==> config.mk <==
export PLATFORM = sky130hd
export DESIGN_NAME = enc_controller_flat
export DESIGN_NICKNAME = d
export VERILOG_FILES = /design/src/rtl/enc_controller_if.sv /design/src/rtl/enc_controller.sv /design/src/flat_wrapper.sv
export SDC_FILE = /design/constraint.sdc
export NUM_CORES = 1
export LEC_CHECK = 0
export CAP_MARGIN = 10
export CELL_PAD_IN_SITES_DETAIL_PLACEMENT = 0
export CELL_PAD_IN_SITES_GLOBAL_PLACEMENT = 1
export CORE_MARGIN = 4
export CORE_UTILIZATION = 36
export DETAILED_ROUTE_END_ITERATION = 8
export GPL_ROUTABILITY_DRIVEN = 0
export GPL_TIMING_DRIVEN = 0
export PLACE_DENSITY_LB_ADDON = 0.1
export SYNTH_ARGS = -nofsm -noshare
export SYNTH_HDL_FRONTEND = slang
export SYNTH_SLANG_ARGS = --single-unit
==> constraint.sdc <==
create_clock -name clk -period 2.5 [get_ports clk]
set_input_delay 0.625 -clock clk [delete_from_list [all_inputs] [get_ports clk]]
set_output_delay 0.625 -clock clk [all_outputs]
set_load 0.03 [all_outputs]
==> src/rtl/enc_controller_if.sv <==
// enc_controller_if: handshake, stall and output-framing signals around the encoder controller.
interface enc_controller_if #(
    parameter int CW_CNT_W = 16
);
    logic                clr;
    logic                gen_valid;
    logic                gen_ready;
    logic                out_ready;
    logic                con_stall;
    logic                con_par_shift;
    logic                out_valid;
    logic                out_par_sel;
    logic                out_sop;
    logic                out_eop;
    logic [CW_CNT_W-1:0] cw_cnt;
    logic                busy;

    modport master (
        input  clr, gen_valid, out_ready,
        output gen_ready, con_stall, con_par_shift, out_valid, out_par_sel,
               out_sop, out_eop, cw_cnt, busy
    );

    modport slave (
        output clr, gen_valid, out_ready,
        input  gen_ready, con_stall, con_par_shift, out_valid, out_par_sel,
               out_sop, out_eop, cw_cnt, busy
    );
endinterface

==> src/rtl/enc_controller.sv <==
// enc_controller: accepts message beats, then issues parity beats, framing each codeword
// with sop/eop through a single-entry output register.
module enc_controller #(
    parameter int ENC_SYM     = 4,
    parameter int ENC_MES_LEN = 64,
    parameter int ENC_PAR_LEN = 16,
    parameter int CW_CNT_W    = 16
) (
    input logic              clk,
    input logic              rst_n,
    enc_controller_if.master bus
);
    localparam int MES_BEATS = ENC_MES_LEN / ENC_SYM;
    localparam int PAR_BEATS = ENC_PAR_LEN / ENC_SYM;
    localparam int MAX_BEATS = MES_BEATS > PAR_BEATS ? MES_BEATS : PAR_BEATS;
    localparam int BW        = MAX_BEATS > 1 ? $clog2(MAX_BEATS) : 1;

    typedef enum logic {MES, PAR} state_e;

    state_e              state_q, state_d;
    logic [BW-1:0]       beat_cnt_q, beat_cnt_d;
    logic [CW_CNT_W-1:0] cw_cnt_q, cw_cnt_d;
    logic                out_valid_q, out_par_sel_q, out_sop_q, out_eop_q;
    logic                free, acc, iss, fire, last_beat;

    // free: output slot is empty or its beat drains this cycle
    always_comb begin
        free       = !out_valid_q || bus.out_ready;
        acc        = state_q == MES && bus.gen_valid && free && !bus.clr;
        iss        = state_q == PAR && free && !bus.clr;
        fire       = acc || iss;
        last_beat  = beat_cnt_q == (state_q == MES ? BW'(MES_BEATS - 1) : BW'(PAR_BEATS - 1));
        beat_cnt_d = !fire ? beat_cnt_q : last_beat ? '0 : beat_cnt_q + BW'(1);
        state_d    = fire && last_beat ? (state_q == MES ? PAR : MES) : state_q;
        cw_cnt_d   = iss && last_beat ? cw_cnt_q + CW_CNT_W'(1) : cw_cnt_q;
    end

    always_ff @(posedge clk) begin
        if (!rst_n) begin
            state_q       <= MES;
            beat_cnt_q    <= '0;
            cw_cnt_q      <= '0;
            out_valid_q   <= 1'b0;
            out_par_sel_q <= 1'b0;
            out_sop_q     <= 1'b0;
            out_eop_q     <= 1'b0;
        end else if (bus.clr) begin
            state_q       <= MES;
            beat_cnt_q    <= '0;
            out_valid_q   <= 1'b0;
            out_par_sel_q <= 1'b0;
            out_sop_q     <= 1'b0;
            out_eop_q     <= 1'b0;
        end else begin
            state_q    <= state_d;
            beat_cnt_q <= beat_cnt_d;
            cw_cnt_q   <= cw_cnt_d;
            if (fire) begin
                out_valid_q   <= 1'b1;
                out_par_sel_q <= state_q == PAR;
                out_sop_q     <= state_q == MES && beat_cnt_q == '0;
                out_eop_q     <= iss && last_beat;
            end else if (bus.out_ready) begin
                out_valid_q   <= 1'b0;
                out_par_sel_q <= 1'b0;
                out_sop_q     <= 1'b0;
                out_eop_q     <= 1'b0;
            end
        end
    end

    assign bus.gen_ready     = state_q == MES && free && !bus.clr;
    assign bus.con_stall     = !acc;
    assign bus.con_par_shift = iss;
    assign bus.out_valid     = out_valid_q;
    assign bus.out_par_sel   = out_par_sel_q;
    assign bus.out_sop       = out_sop_q;
    assign bus.out_eop       = out_eop_q;
    assign bus.cw_cnt        = cw_cnt_q;
    assign bus.busy          = state_q == PAR || beat_cnt_q != '0;
endmodule
==> src/flat_wrapper.sv <==
// flat-port wrapper written by rule: the top's interface ports become plain ports
module enc_controller_flat 
#(
    parameter int ENC_SYM     = 4,
    parameter int ENC_MES_LEN = 64,
    parameter int ENC_PAR_LEN = 16,
    parameter int CW_CNT_W    = 16
)
  (clk, rst_n, bus_clr, bus_gen_valid, bus_out_ready, bus_gen_ready, bus_con_stall, bus_con_par_shift, bus_out_valid, bus_out_par_sel, bus_out_sop, bus_out_eop, bus_cw_cnt, bus_busy);
  enc_controller_if #(.CW_CNT_W(CW_CNT_W)) bus_i ();
  input logic clk;
  input logic rst_n;
  input wire logic [$bits(bus_i.clr)-1:0] bus_clr;
  input wire logic [$bits(bus_i.gen_valid)-1:0] bus_gen_valid;
  input wire logic [$bits(bus_i.out_ready)-1:0] bus_out_ready;
  output wire logic [$bits(bus_i.gen_ready)-1:0] bus_gen_ready;
  output wire logic [$bits(bus_i.con_stall)-1:0] bus_con_stall;
  output wire logic [$bits(bus_i.con_par_shift)-1:0] bus_con_par_shift;
  output wire logic [$bits(bus_i.out_valid)-1:0] bus_out_valid;
  output wire logic [$bits(bus_i.out_par_sel)-1:0] bus_out_par_sel;
  output wire logic [$bits(bus_i.out_sop)-1:0] bus_out_sop;
  output wire logic [$bits(bus_i.out_eop)-1:0] bus_out_eop;
  output wire logic [$bits(bus_i.cw_cnt)-1:0] bus_cw_cnt;
  output wire logic [$bits(bus_i.busy)-1:0] bus_busy;
  assign bus_i.clr = bus_clr;
  assign bus_i.gen_valid = bus_gen_valid;
  assign bus_i.out_ready = bus_out_ready;
  assign bus_gen_ready = bus_i.gen_ready;
  assign bus_con_stall = bus_i.con_stall;
  assign bus_con_par_shift = bus_i.con_par_shift;
  assign bus_out_valid = bus_i.out_valid;
  assign bus_out_par_sel = bus_i.out_par_sel;
  assign bus_out_sop = bus_i.out_sop;
  assign bus_out_eop = bus_i.out_eop;
  assign bus_cw_cnt = bus_i.cw_cnt;
  assign bus_busy = bus_i.busy;
  enc_controller #(.ENC_SYM(ENC_SYM), .ENC_MES_LEN(ENC_MES_LEN), .ENC_PAR_LEN(ENC_PAR_LEN), .CW_CNT_W(CW_CNT_W)) u_core (.clk(clk), .rst_n(rst_n), .bus(bus_i));
endmodule
==> results of run 1 <==
-- metrics by stage --
step / hold WS, ns / util, % / setup TNS (ns)
6_report: 0.482 / 47.8 / 0
5_1_grt: 0.521 / 47.8 / 0
4_1_cts: 0.487 / 48.3 / -0.0478
3_5_place_dp: 0.468 / 47.4 / -0.882
3_3_place_gp: 0.462 / 47.4 / -0.903
2_1_floorplan: 0.462 / - / 0
-- how the worst max path moves through the flow --
stage	from	end	slack (ns)	cells past startpoint
2_1_floorplan	bus_out_ready	bus_con_stall	0.09	3
3_3_place_gp	bus_clr	bus_con_par_shift	-0.43	4
3_5_place_dp	bus_clr	bus_con_par_shift	-0.44	4
4_1_cts	bus_clr	bus_con_par_shift	-0.05	4
5_1_grt	bus_out_ready	bus_con_par_shift	0.05	5
6_report	bus_clr	bus_con_par_shift	0.09	4
-- layer usage --
layer  global-route usage, %  part of all wire, %
met1                    18.1                   49
met2                    25.6                   46
met3                    2.36                  3.6
met4                    5.32                  1.5
met5                       0                    0
-- cells in the final DEF, fill, tap and decap left out, types with 2 or more instances in the layout --
cell type and count:
nand4_1 6, clkbuf_2 3, nand2_1 10, clkbuf_4 4
and3_1 2, a21oi_1 18, clkdlybuf4s50_1 24, or4_1 9
buf_2 3, inv_1 6, nor2_1 6, ha_1 3
nor3_1 2, nand2b_1 2, or3_1 5, nand3_1 10
nor3b_1 2, o21ai_0 5, o31ai_1 9, xor2_1 2
a31oi_1 2, dfxtp_1 25, clkbuf_1 3, and2_1 4
-- state kept, by name (all words and copies together), names as in the netlist --
register,count
u_core.state_q,1
u_core.beat_cnt_q,4
u_core.bus.out_par_sel,1
u_core.bus.cw_cnt,16
u_core.bus.out_sop,1
u_core.bus.out_valid,1
u_core.bus.out_eop,1
-- power by group --
group	leakage, nW	internal [W]	switching [W]	total [W]
Sequential	0.202	0.000400	0.00000121	0.000401
Combinational	0.301	0.0000153	0.0000265	0.0000418
Clock	0.0150	0.0000626	0.000129	0.000192
-- critical path, delay by kind of cell --
| family | cells | cell delay, ns |
|---|---|---|
| buffers and inverters | 2 | 0.68 |
| and+or+nand+nor | 2 | 0.48 |
-- timing repair --
item,CTS,global route
hold endpoints to repair,0,0
gates resized for setup,9,12
setup endpoints to repair,4,4
cloned,0,0
hold buffers,0,0
setup buffers,0,0
-- kinds of logic (layout without fill, tap and decap cells) --
group,after synthesis,after routing,share of synthesized area [%]
compound gates,36,36,16.9
xor+xnor,3,3,2.09
fa+ha+maj,3,3,2.99
buf+inv,13,45,4.78
flops,25,25,39.8
mux,1,1,0.796
simple gates,66,66,32.6
-- final cells by class --
type                            count  area, µm²  share of cell area [%]
Timing Repair Buffer               28        260                    16.2
Tap cell                           46       57.6                    3.58
Inverter                            6       22.5                    1.40
Multi-Input combinational cell    109        699                    43.5
Clock buffer                        4       26.3                    1.64
Buffer                              7       40.0                    2.49
Sequential cell                    25        500                    31.2
==> impl_metrics.env, run 1 <==
export IMPL_worstPathRequired_ns=1.88
export IMPL_holdPathStages=2
export IMPL_synth_cells=147
export IMPL_die_h_um=67.1
export IMPL_fmax_ghz=0.416
export IMPL_numClockSinks=25
export IMPL_clkTransAtPathRegs_ns=0.14
export IMPL_grt_pass1_wl_mm=5.09
export IMPL_antenna_found_initial=0
export IMPL_synth_seq_cells=25
export IMPL_path_cells="clkdlybuf4s50_1 > and2b_4 > and2_1 > buf_2"
export IMPL_cts_buffers_inserted=3
export IMPL_stdcell_area_um2=1610
export IMPL_clock_root_buffer="clkbuf_4"
export IMPL_synth_edf_count=0
export IMPL_rows=21
export IMPL_r2r_start="u_core.beat_cnt_q[1]"
export IMPL_avgSynthCellArea_um2=8.55
export IMPL_r2r_setup_slack_ns=0.54
export IMPL_fin_cells=225
export IMPL_p_leak_nw=0.518
export IMPL_dp_cells=221
export IMPL_wl_per_cell_um=13.2
export IMPL_max_stage_delay_ns=0.49
export IMPL_num_vias=1198
export IMPL_pin_count=29
export IMPL_ys_top_cells_by_count="25 x dfxtp_1, 18 x a21oi_1, 10 x nand2_1, 10 x nand3_1"
export IMPL_cp_arrival_ns=1.78
export IMPL_synthesis_nets=155
export IMPL_drive_gt1_share_pct=8.94
export IMPL_initial_core_util_pct=37.4
export IMPL_slowest_stage="clkdlybuf4s50_1"
export IMPL_hold_path_endpoint="u_core.bus.out_eop"
export IMPL_nNetsFinal=188
export IMPL_peakVddDrop_v=0.000192
export IMPL_hp_start="u_core.bus.out_eop"
export IMPL_yosys_area_top_type="dfxtp_1"
export IMPL_clk_insertion_delay_late_ns=0.33
export IMPL_max_cap_violations=0
export IMPL_async_reset_ff_share_pct=0
export IMPL_skew_ns=0.00186
export IMPL_grt_start_max_net_pins=14
export IMPL_worstMarginPinSlew_ns=0.499
export IMPL_finalWirelength_mm=2.96
export IMPL_run_status="completed"
export IMPL_worstHoldPathType="flip-flop to flip-flop"
export IMPL_via_per_inst=5.32
export IMPL_dp_hpwl_mm=2.16
export IMPL_cp_max_fo=6
export IMPL_area_growth_pct=27.8
export IMPL_ys_warn_count=0
export IMPL_timing_final_ws_setup_ns=0.0933
export IMPL_core_area_um2=3360
export IMPL_critical_path_class="primary input to primary output"
export IMPL_synth_most_common_cell="dfxtp_1"
export IMPL_grt_use_total_pct=14.7
export IMPL_num_antenna_cells=0
export IMPL_yosysTopAreaCellShare_pct=39.8
export IMPL_die_w_um=67.1
export IMPL_min_period_ns=2.41
export IMPL_start_kind="primary input"
export IMPL_setup_violations=0
export IMPL_rsz0062_at_grt="false"
export IMPL_power_density_nw_per_um2=395
export IMPL_power_w=0.000635
export IMPL_fillers=359
export IMPL_drt_iter0_markers=53
export IMPL_grt_pass1_vias=1133
export IMPL_hold_violations=0
export IMPL_min_period_over_period_pct=96.3
export IMPL_grt_ovfl_total=0
export IMPL_slew_headroom_pct=66.5
export IMPL_die_area_um2=4500
export IMPL_reg2reg_depth=5
export IMPL_yosys_top_cells_area="dfxtp_1 40%, a21oi_1 7.2%, o31ai_1 5.4%, or4_1 5.4%, nand3_1 4.0%"
export IMPL_dpl_cell_area_um2=1600
export IMPL_place_ws_ns=-0.439
export IMPL_ys_types=36
export IMPL_drt_pass1_iterations=4
export IMPL_reg2reg_to="u_core.bus.cw_cnt[14]"
export IMPL_yosys_most_used_dff="dfxtp_1"
export IMPL_syn_cell_area_um2=1260
export IMPL_tritoncts="done"
export IMPL_h_tree_depth=1
export IMPL_io_buffers=28
export IMPL_route_detailed_drc=0
export IMPL_synth_seq_area_share_pct=39.8
export IMPL_cts_max_path_buffers=2
export IMPL_ant_nets=0
export IMPL_maxSlewViolCount=0
export IMPL_crit_path_end_kind="primary output"
Note: power is estimated with default switching activity, not from simulation.
==> run 2: changes to the inputs <==
- SLEW_MARGIN: not set -> 10
==> results of run 2 <==
Same layout as run 1: the final DEF is identical, and so are final timing and power.
